## src/rtl/req_pkg.sv

```systemverilog
`default_nettype none
// ============================================================================
// Module      : req_pkg
// Description : Shared widths, the encoder "no request" code and an
//               index-to-one-hot decoder for the request capture stage.
// Revision    : 1.0 - initial release
// ============================================================================
package req_pkg;

    localparam int REQ_WIDTH = 16;
    localparam int CODE_W    = 8;
    localparam int IDX_W     = 4;
    localparam logic [CODE_W-1:0] NONE_CODE = 8'hF0;

    function automatic logic [REQ_WIDTH-1:0] idx_to_onehot(input logic [IDX_W-1:0] idx);
        logic [REQ_WIDTH-1:0] v;
        v      = '0;
        v[idx] = 1'b1;
        return v;
    endfunction

endpackage
`default_nettype wire

```

## src/rtl/sync_vec.sv

```systemverilog
`default_nettype none
// ============================================================================
// Module      : sync_vec
// Description : WIDTH-wide, STAGES-deep flop synchronizer with synchronous
//               active-high reset.
// Revision    : 1.0 - initial release
// ============================================================================
module sync_vec #(
    parameter int WIDTH  = 16,
    parameter int STAGES = 2
) (
    input  logic             clk,
    input  logic             rst,
    input  logic [WIDTH-1:0] i_d,
    output logic [WIDTH-1:0] o_q
);

    logic [WIDTH-1:0] r_stage [STAGES];

    always_ff @(posedge clk) begin
        if (rst) begin
            for (int s = 0; s < STAGES; s++) begin
                r_stage[s] <= '0;
            end
        end else begin
            r_stage[0] <= i_d;
            for (int s = 1; s < STAGES; s++) begin
                r_stage[s] <= r_stage[s-1];
            end
        end
    end

    assign o_q = r_stage[STAGES-1];

endmodule
`default_nettype wire

```

## src/rtl/req_capture.sv

```systemverilog
`default_nettype none
// ============================================================================
// Module      : req_capture
// Description : Synchronizes asynchronous request lines, captures rising
//               edges into a sticky pending vector and clears bits on encoder
//               acknowledge. Optional per-line enable mask via REQ_MASK_EN.
// Revision    : 1.0 - initial release
// ============================================================================
module req_capture #(
    parameter int WIDTH       = req_pkg::REQ_WIDTH,
    parameter int SYNC_STAGES = 2,
    parameter int CODE_W      = req_pkg::CODE_W
) (
    input  logic              clk,
    input  logic              rst,
    input  logic [WIDTH-1:0]  req_in,
    input  logic              ack_valid,
    input  logic [CODE_W-1:0] ack_code,
    input  logic              ovf_clr,
`ifdef REQ_MASK_EN
    input  logic              mask_we,
    input  logic [WIDTH-1:0]  mask_data,
    output logic [WIDTH-1:0]  mask_q,
`endif
    output logic [WIDTH-1:0]  pending,
    output logic              pending_any,
    output logic              overflow
);

    import req_pkg::*;

    logic [WIDTH-1:0]     w_sync_q;
    logic [WIDTH-1:0]     w_mask;
    logic [WIDTH-1:0]     w_rise;
    logic [WIDTH-1:0]     w_clr;
    logic [WIDTH-1:0]     w_pending_next;
    logic [REQ_WIDTH-1:0] w_onehot;
    logic [IDX_W-1:0]     w_idx;
    logic                 w_ack_ok;
    logic                 w_lost;

    logic [WIDTH-1:0]     r_prev;
    logic [WIDTH-1:0]     r_pending;
    logic                 r_pending_any;
    logic                 r_overflow;

    sync_vec #(
        .WIDTH  (WIDTH),
        .STAGES (SYNC_STAGES)
    ) u_sync (
        .clk (clk),
        .rst (rst),
        .i_d (req_in),
        .o_q (w_sync_q)
    );

`ifdef REQ_MASK_EN
    logic [WIDTH-1:0] r_mask;

    always_ff @(posedge clk) begin
        if (rst) begin
            r_mask <= '1;
        end else if (mask_we) begin
            r_mask <= mask_data;
        end
    end

    assign w_mask = r_mask;
    assign mask_q = r_mask;
`else
    assign w_mask = '1;
`endif

    // Codes with any upper bit set (including the "none" code) or an index
    // beyond WIDTH are not acknowledges.
    assign w_idx    = ack_code[IDX_W-1:0];
    assign w_ack_ok = ack_valid && (ack_code[CODE_W-1:IDX_W] == '0)
                      && ({28'd0, w_idx} < 32'(WIDTH));
    assign w_onehot = idx_to_onehot(w_idx);
    assign w_clr    = w_ack_ok ? w_onehot[WIDTH-1:0] : '0;

    // A rise on a bit being cleared this cycle keeps the bit set.
    assign w_rise         = w_sync_q & ~r_prev & w_mask;
    assign w_pending_next = w_rise | (r_pending & ~w_clr);
    assign w_lost         = |(w_rise & r_pending & ~w_clr);

    always_ff @(posedge clk) begin
        if (rst) begin
            r_prev        <= '0;
            r_pending     <= '0;
            r_pending_any <= 1'b0;
            r_overflow    <= 1'b0;
        end else begin
            r_prev        <= w_sync_q;
            r_pending     <= w_pending_next;
            r_pending_any <= |w_pending_next;
            if (w_lost) begin
                r_overflow <= 1'b1;
            end else if (ovf_clr) begin
                r_overflow <= 1'b0;
            end
        end
    end

    assign pending     = r_pending;
    assign pending_any = r_pending_any;
    assign overflow    = r_overflow;

endmodule
`default_nettype wire
```

## config.mk

```make
export PLATFORM = sky130hd
export DESIGN_NAME = req_capture
export DESIGN_NICKNAME = d
export VERILOG_FILES = /design/src/rtl/req_pkg.sv /design/src/rtl/sync_vec.sv /design/src/rtl/req_capture.sv
export SDC_FILE = /design/constraint.sdc
export NUM_CORES = 1
export LEC_CHECK = 0
export ABC_CLOCK_PERIOD_IN_PS = 2460
export CAP_MARGIN = 20
export CORE_MARGIN = 1.5
export CORE_UTILIZATION = 51
export CTS_CLUSTER_DIAMETER = 30
export CTS_CLUSTER_SIZE = 28
export DETAILED_ROUTE_END_ITERATION = 16
export PLACE_DENSITY = 0.77
export SYNTH_ARGS = -nofsm -noshare
export SYNTH_HDL_FRONTEND = slang
export SYNTH_SLANG_ARGS = --single-unit
```

## constraint.sdc

```tcl
create_clock -name clk -period 2.46 [get_ports clk]
set_input_delay 0.246 -clock clk [delete_from_list [all_inputs] [get_ports clk]]
set_output_delay 0.246 -clock clk [all_outputs]
set_load 0.02 [all_outputs]
```

# Word-level counts from Yosys, hierarchy flattened
# Memories as Yosys holds them, arrays and structs flattened.
# Index checks and enable logic that the tools add are counted.
# word_totals
inputBits	28
elab_cells	32
memories	1
regBits	34
output_inout_bits	18
ramBits	32
# mem_list
name	depth	word_bits	read_ports	rd_ports_with_merged_regs	write_ports	line	text
u_sync.r_stage	2	16	2	0	2	sync_vec.sv:18	logic [WIDTH-1:0] r_stage [STAGES];
# classes
n_reduce_logical	6
order_cmp	2
n_bitwise	9
n_mux	10
# ops
operator	n
$and 16x16->16	4
$mux 16	3
$not 16->16	2
$reduce_or 16->1	2
$or 16x16->16	1
$mux 1	6
$lt 4x5->1 const B	1
$demux 1 s4	1
$ge 4x1->1 const B	1
$logic_not 4->1	1
$logic_and 1x1->1	2
$or 1x1->1	2
$reduce_bool 2->1	1

# Logic depth before layout (Yosys ltp)
# Gate-level depths: netlist of run 1.
# logic_depth
word_depth	9
ltp_mapped	7
mapped_depth_nobuf	6

# By module
# Synthesis of run 1 repeated with hierarchy kept, for this count alone.
# hier_totals
cells_unflattened	261
area_unflattened_um2	2572.5
# by_module_without_submodules
module	instances	area_each_um2	cells_per_inst
req_capture	1	1589.0	178
sync_vec	1	983.4	83

# Worst setup path after synthesis of run 1
# Ideal clock, no wire load.
# synth_path
path_kind	input-to-reg
startpoint	input port ack_code[5]
endpoint	register r_pending_any, in the netlist pending_any
required_ns	2.335
arrival_ns	1.887
slack_ns	0.448
path_stages	6
path_buffers	0
cell_sequence	nor3_4 > a41oi_1 > or4_1 > a2111oi_2 > nand4_1 > o41a_1
# synth_between
elab_chain_len	7
# synth_lines
element	line	text
start, declared	req_capture.sv:18	input logic [CODE_W-1:0] ack_code,
$logic_not 4->1	req_capture.sv:77	assign w_ack_ok = ack_valid && (ack_code[CODE_W-1:IDX_W] == '0)
$logic_and 1x1->1	req_capture.sv:77	
$mux 16	req_capture.sv:80	assign w_clr = w_ack_ok ? w_onehot[WIDTH-1:0] : '0;
$not 16->16	req_capture.sv:84	assign w_pending_next = w_rise | (r_pending & ~w_clr);
$and 16x16->16	req_capture.sv:84	
$or 16x16->16	req_capture.sv:84	
$reduce_or 16->1	req_capture.sv:96	r_pending_any <= |w_pending_next;
end signal, assigned	req_capture.sv:96	
end, declared	req_capture.sv:44	logic r_pending_any;
# No other way between the ends.
# A chain may end at the register's enable or synchronous reset.

# Final worst setup path of run 1
# Same ends and word-level chain as after synthesis.

==> results of run 1 <==
stage by stage:
step | area (um2) | hold WS [ns] | total power, W
5_1_grt | 3360 | 0.448 | 0.00278
6_report | 3360 | 0.439 | 0.00268
4_1_cts | 3360 | 0.441 | 0.00270
3_5_place_dp | 3070 | 0.425 | 0.00141
3_3_place_gp | 3070 | 0.416 | 0.00141
2_1_floorplan | 2470 | 0.374 | 0.00129
cells by family (layout without fill, tap and decap cells):
logic type,Yosys count,after routing
AO/OA/AOI/OAI,45,45
multiplexers,2,2
buffers and inverters,13,80
flip-flops,66,66
AND/OR/NAND/NOR,136,136
worst max-delay path by stage:
| stage | start | endpoint | slack (ns) | cells after the start |
|---|---|---|---|---|
| after global routing | ack_code[5] | pending_any | 0.09 | 7 |
| after global placement | ack_code[5] | pending_any | -0.06 | 7 |
| final | ack_code[5] | pending_any | 0.24 | 7 |
| after CTS | ack_code[5] | pending_any | 0.23 | 7 |
| after floorplan | ack_code[5] | pending_any | 0.45 | 6 |
| after detailed placement | ack_code[5] | pending_any | -0.12 | 7 |
critical path: cells and delay by family:
| family | cells | cell delay (ns) |
|---|---|---|
| AOI/OAI and AO/OA | 3 | 0.80 |
| and+or+nand+nor | 3 | 0.96 |
| buffers and inverters | 1 | 0.44 |
layer usage:
| layer | vias to the layer above | track usage [%] |
|---|---|---|
| li1 | 1014 | - |
| met1 | 870 | 25.4 |
| met2 | 80 | 32.8 |
| met3 | 16 | 5.28 |
| met4 | 0 | 13.2 |
| met5 | - | 0 |
where the power goes:
group | total, W | switching [W] | internal [W]
sequential | 0.00114 | 0.0000251 | 0.00112
combinational | 0.000247 | 0.000112 | 0.000135
clock | 0.00129 | 0.000410 | 0.000878
sequential cells by signal, summed over array words and instances (netlist names):
name and count:
overflow 1, pending 16, pending_any 1, r_prev 16, u_sync.r_stage 32
layout by cell type, fill, tap and decap left out, types with 2 or more instances in the layout:
cell type and count:
a32oi_1 2, nand2_1 20, a2111oi_0 3, buf_4 14, nand4_1 5, inv_1 4
nand2b_1 6, and4b_1 2, a41oi_1 3, clkinvlp_4 2, bufinv_16 5, dfxtp_1 66
o21ai_0 7, a21oi_1 19, clkbuf_8 9, a31o_2 3, and2b_1 2, clkdlybuf4s50_1 44
nand3_1 5, and2_1 4, nand3b_1 4, nor2b_1 64, nor2_1 18
final cells by class:
| class | count | area, um2 |
|---|---|---|
| timing repair buffer | 60 | 571 |
| clock inverter | 7 | 165 |
| sequential | 66 | 1320 |
| inverter | 4 | 15.0 |
| multi-input combinational | 183 | 1090 |
| fill | 360 | 1330 |
| clock buffer | 9 | 124 |
| tap | 54 | 67.6 |
==> summary.txt, run 1 <==
Floorplan
  • Die area: 5260 um2
  • DIE HEIGHT: 72.6 um
  • # IOs: 46
  • Initial Utilization: 52.6%
  • Core Area: 4690 um2
  • Floorplan row count: 25
  • Horiz. Die Dim: 72.6 um

Critical path
  • CP Cell Sequence: clkdlybuf4s50_1 > nor3_4 > a41oi_1 > or4_1 > a2111oi_2 > nand4_1 > o41a_1
  • CP required: 2.69 ns
  • Worst setup EP type: flop
  • CP Launch Type: input port
  • Slowest CP cell: or4_1
  • Worst Path Max Fanout: 4
  • WS Path Type: input port to flop
  • CP Data Arrival Time: 2.45 ns
  • Reg-to-Reg End: pending_any
  • RR Startpoint: u_sync.r_stage[0][31]
  • Reg2reg path depth: 5
  • Reg-to-reg slack, setup: 0.56 ns
  • Critical path's largest stage delay: 0.57 ns

Global routing
  • Largest net degree at the start of global routing: 40
  • Vias in the first global route: 1,863
  • GRT Util Overall: 20.9%
  • Initial antenna violation count: 0
  • First-pass GRT wire length: 8200 um
  • Total gr overflow: 0

Clock tree
  • Setup Buffers After CTS: 0
  • Root Buffer: clkbuf_8
  • Worst-path clk slew: 0.07 ns
  • Cts repair resizes: 0
  • CTS tree: yes
  • Hold Buf Count CTS: 0
  • Cts bufs inserted: 9
  • Clock tree sinks: 66
  • Worst-skew pair later-pin latency: 0.34 ns
  • H-tree depth: 3
  • CTS Buffer Depth: 2

STA
  • RSZ-0062 raised after global routing: false
  • Tmin final: 2.22 ns
  • Fmax: 450 MHz
  • Endpoints failing hold: 0
  • Clk_skew: 0.00628 ns
  • Worst Max-Slew Pin Slew: 0.731 ns
  • Final setup TNS: 0 ns
  • Rel. slew slack: 51.3%
  • Post-route setup slack: 0.237 ns
  • Fin crit share: 90.4%
  • Max Transition Viols Final: 0
  • Final Setup Violations: 0

Synth
  • Simple-gate share of the synthesized area: 31.4%
  • Complex-gate fraction of the synthesized area: 12.1%
  • FF+latch count, synth: 66
  • Mapped Avg Cell Area: 9.42 um2
  • Synthesis warning total: 0
  • Yosys cell types: 37
  • Multiplexer area fraction after synthesis: 0.862%
  • Commonest register cell after synthesis: dfxtp_1
  • Post-synthesis adder-cell area fraction: 0%
  • Synth top area share: 53.5%
  • Most frequent cell after synthesis: dfxtp_1
  • Synth Area in XOR/XNOR: 0%
  • Sequential share of the synthesized area: 53.5%
  • Number of flops mapped to enable cells by yosys: 0
  • Main combinational cell family by area after synthesis: simple AND/OR/NAND/NOR gates
  • Netlist Area Pre-Place: 2470 um2
  • Synth area leaders: dfxtp_1 (54%), nor2b_1 (16%), a21oi_1 (3.9%)
  • Post-synth top cells: dfxtp_1 (66), nor2b_1 (64), nand2_1 (20)
  • Ys async rst share: 0%
  • Synth area leader: dfxtp_1
  • Gate Count Post-Synth: 262
  • Syn Nets: 290

Route
  • Routed vias/inst: 5.17
  • WL per Instance: 13.1 um
  • Final ANT Viol Nets: 0
  • Pre-Repair DR Iteration Count: 5
  • Wire length on met3: 317 um
  • Met2 wire length: 2300 um
  • DRT met1 WL: 2230 um
  • DR iter-0 viols: 144
  • Via count: 1,980
  • Max layer used: met4
  • Remaining DRCs: 0
  • Final WL: 5030 um

Cells and area
  • Post-layout util: 71.6%
  • # diodes: 0
  • Area delta synth->final: 36.1%
  • Fin cells: 383
  • Layout cell share with drive strength beyond 1: 12.2%
  • # nets final: 352

Placement
  • Place WS: -0.117 ns
  • I/O Buffers: 45
  • Post-DP HPWL: 3490 um
  • Placer Congestion: 0.859
  • Cell count after placement: 367

Pwr
  • Peak supply drop: 0.736 mV
  • Pleak: 1.34 nW
  • Pwr Density: 797 nW/um2

Flow run
  • Max cap viols: 0

Min path
  • Hold Path Cell Cnt: 1
  • Hold wc startpoint: u_sync.r_stage[0][15]
  • Hold WC Path Type: flop to flop
  • Worst Hold Endpoint: u_sync.r_stage[0][31]

Status
  • Status: complete, no violations
(Power assumes the default switching activity.)
==> run 2, diff against run 1 <==
- GPL_TIMING_DRIVEN: default -> 0
==> run 2 against run 1 <==
  * Setup slack got worse by 0.12 ns
  * First-iteration DRC count shrank 7.6%
  * Clock-buffer cell count is 2 higher
  * Core utilization down 3.7 points
  * Power shrank 16%
  * Routed wire length shrank 1.8%
  * Final area decreased by 5.1%
  * Combinational power decreased by 5%
  * Clock power down 31%
  * Clock skew is 0.00086 ns higher
  * Sequential power hardly changed
  * Largest cell class unchanged
  * Largest power group is now sequential cells
==> summary.txt, run 2 (same netlist as run 1, synthesis figures left out) <==
Critical path
  • CP Data Arrival Time: 2.56 ns (was 2.45 ns)
  • RR Startpoint: u_sync.r_stage[0][31] (unchanged)
  • Crit path launch: ack_code[7] (was ack_code[5])
  • CP Launch Type: input port (unchanged)
  • Reg-to-Reg End: pending_any (unchanged)
  • WS Path Type: input port to flop (unchanged)
  • Worst Path Max Fanout: 6 (was 4)
  • CP required: 2.68 ns (was 2.69 ns)
  • Worst setup EP type: flop (unchanged)
  • Reg-to-reg slack, setup: 0.47 ns (was 0.56 ns)
  • Reg2reg path depth: 5 (unchanged)
  • Setup crit end: pending_any (unchanged)

Global routing
  • Largest net degree at the start of global routing: 12 (was 40)
  • Met2 usage: 31.5% (was 32.8%)
  • Met1 usage: 26.1% (was 25.4%)
  • Vias in the first global route: 1,715 (was 1,863)
  • Total gr overflow: 0 (unchanged)
  • First-pass GRT wire length: 7980 um (was 8200 um)
  • GRT Util Overall: 20.7% (was 20.9%)
  • Met3 Usage GRT: 5.00% (was 5.28%)
  • Initial antenna violation count: 0 (unchanged)
  • Busiest grt layer: met2 (unchanged)

Placement
  • Placed Area: 2960 um2 (was 3070 um2)
  • Placer Congestion: 0.937 (was 0.859)
  • Post-DP HPWL: 3690 um (was 3490 um)
  • Cell count after placement: 358 (was 367)
  • Place WS: -0.299 ns (was -0.117 ns)
  • I/O Buffers: 42 (was 45)

Cells and area
  • Commonest non-fill, non-tap cell in the layout: dfxtp_1 (unchanged)
  • # diodes: 0 (unchanged)
  • Fin cells: 376 (was 383)
  • Most frequent cells in the layout: dfxtp_1 (66), nor2b_1 (64), clkdlybuf4s50_1 (40) (was dfxtp_1 (66), nor2b_1 (64), clkdlybuf4s50_1 (44))
  • # nets final: 346 (was 352)
  • Largest register FFs: 32 (unchanged)
  • Largest reg by FF count: u_sync.r_stage (unchanged)
  • Area delta synth->final: 29.2% (was 36.1%)
  • Post-route cell area: 3190 um2 (was 3360 um2)
  • Layout cell share with drive strength beyond 1: 9.32% (was 12.2%)

Clock tree
  • Worst-path clk slew: 0.07 ns (about the same)
  • CTS Buffer Depth: 2 (unchanged)
  • Root Buffer: clkbuf_8 (unchanged)
  • CTS tree: yes (unchanged)
  • Clock tree sinks: 66 (unchanged)
  • Worst-skew pair later-pin latency: 0.34 ns (about the same)
  • H-tree depth: 3 (unchanged)
  • Cts bufs inserted: 9 (unchanged)

Pwr
  • Comb pwr share: 10.3% (was 9.2%)
  • Peak supply drop: 0.496 mV (was 0.736 mV)
  • Flop pwr share: 50.5% (was 42.7%)
  • Sw Share: 23.5% (was 20.4%)
  • NetSw: 0.000531 W (was 0.000547 W)
  • Pleak: 1.26 nW (was 1.34 nW)
  • Pint: 0.00173 W (was 0.00213 W)
  • Pwr Density: 710 nW/um2 (was 797 nW/um2)
  • Clock network fraction of design power: 39.2% (was 48.1%)

STA
  • Post-route setup slack: 0.118 ns (was 0.237 ns)
  • Worst Max-Slew Pin Slew: 0.497 ns (was 0.731 ns)
  • Fin crit share: 95.2% (was 90.4%)
  • Final setup TNS: 0 ns (unchanged)
  • Endpoints failing hold: 0 (unchanged)
  • Fmax: 427 MHz (was 450 MHz)
  • RSZ-0062 raised after global routing: false (unchanged)
  • Clk_skew: 0.00714 ns (was 0.00628 ns)
  • Max Transition Viols Final: 0 (unchanged)
  • Final Setup Violations: 0 (unchanged)
  • Tmin final: 2.34 ns (was 2.22 ns)
  • Rel. slew slack: 66.9% (was 51.3%)

Floorplan
  • # IOs: 46 (unchanged)
  • Core Area: 4690 um2 (unchanged)
  • Die area: 5260 um2 (unchanged)
  • DIE HEIGHT: 72.6 um (unchanged)
  • Initial Utilization: 52.6% (unchanged)
  • Floorplan row count: 25 (unchanged)
  • Horiz. Die Dim: 72.6 um (unchanged)

Route
  • Remaining DRCs: 0 (unchanged)
  • Via count: 1,938 (was 1,980)
  • Routed vias/inst: 5.15 (was 5.17)
  • Final ANT Viol Nets: 0 (unchanged)
  • DR iter-0 viols: 133 (was 144)
  • Pre-Repair DR Iteration Count: 5 (unchanged)
  • WL per Instance: 13.1 um (about the same)
  • Final WL: 4930 um (was 5030 um)

Min path
  • Hold wc startpoint: rst (was u_sync.r_stage[0][15])
  • Hold WC Path Type: input port to flop (was flop to flop)

Status
  • Status: complete, no violations (unchanged)

Flow run
  • Max cap viols: 0 (unchanged)
run 2: power by group through the flow:
stage,clock network (W),registers [W],logic [W]
after CTS,0.000901,0.00114,0.000231
after detailed placement,0,0.00117,0.000230
after floorplan,0,0.00118,0.000109
after global routing,0.000943,0.00115,0.000257
final,0.000886,0.00114,0.000234
after global placement,0,0.00116,0.000228
run 2: stage by stage:
stage / util (%) / hold slack (ns) / total power [W]
after CTS: 67.1 / 0.298 / 0.00227
after global placement: 63.0 / 0.417 / 0.00139
final: 67.9 / 0.287 / 0.00226
after detailed placement: 63.0 / 0.420 / 0.00140
after floorplan: - / 0.374 / 0.00129
after global routing: 67.9 / 0.305 / 0.00235
run 2: worst max-delay path, cell delays in order:
cell	delay (ns)
clkdlybuf4s50_1	0.45
nor3_4	0.31
a41oi_2	0.17
or4_1	0.56
a2111oi_2	0.35
nand4_1	0.15
o41a_1	0.33
run 2: area by class of cell:
| class | count | area, um2 |
|---|---|---|
| Tap cell | 54 | 67.6 |
| Sequential cell | 66 | 1320 |
| Multi-Input combinational cell | 183 | 1100 |
| Clock buffer | 11 | 141 |
| Fill cell | 391 | 1510 |
| Clock inverter | 4 | 52.6 |
| Buffer | 9 | 36.3 |
| Timing Repair Buffer | 45 | 448 |
| Inverter | 4 | 15.0 |
run 2: routing by layer:
layer / part of all wire (%) / wire, um
met1: 45 / 2220
met4: 1.6 / 78
met3: 5.3 / 263
met2: 48 / 2370
met5: 0 / 0
run 2: worst min path at each step:
stage / endpoint / slack (ns) / depth (start not counted)
5_1_grt: r_prev[3] / 0.30 / 2
3_3_place_gp: u_sync.r_stage[0][26] / 0.42 / 1
6_report: r_prev[2] / 0.29 / 2
4_1_cts: r_prev[0] / 0.30 / 2
3_5_place_dp: u_sync.r_stage[0][16] / 0.42 / 1
2_1_floorplan: u_sync.r_stage[0][0] / 0.37 / 1
run 2: what timing repair did:
action                                  in CTS  in global routing
hold buffers                                 0                  0
endpoints found under the setup margin       0                  1
setup buffers                                0                  3
resized for setup                            0                  5
==> run 3, diff against run 2 <==
- GPL_TIMING_DRIVEN: 0 -> default
- SLEW_MARGIN: default -> 20
==> results of run 3 <==
Final layout, timing and power as in run 1 (identical DEF).
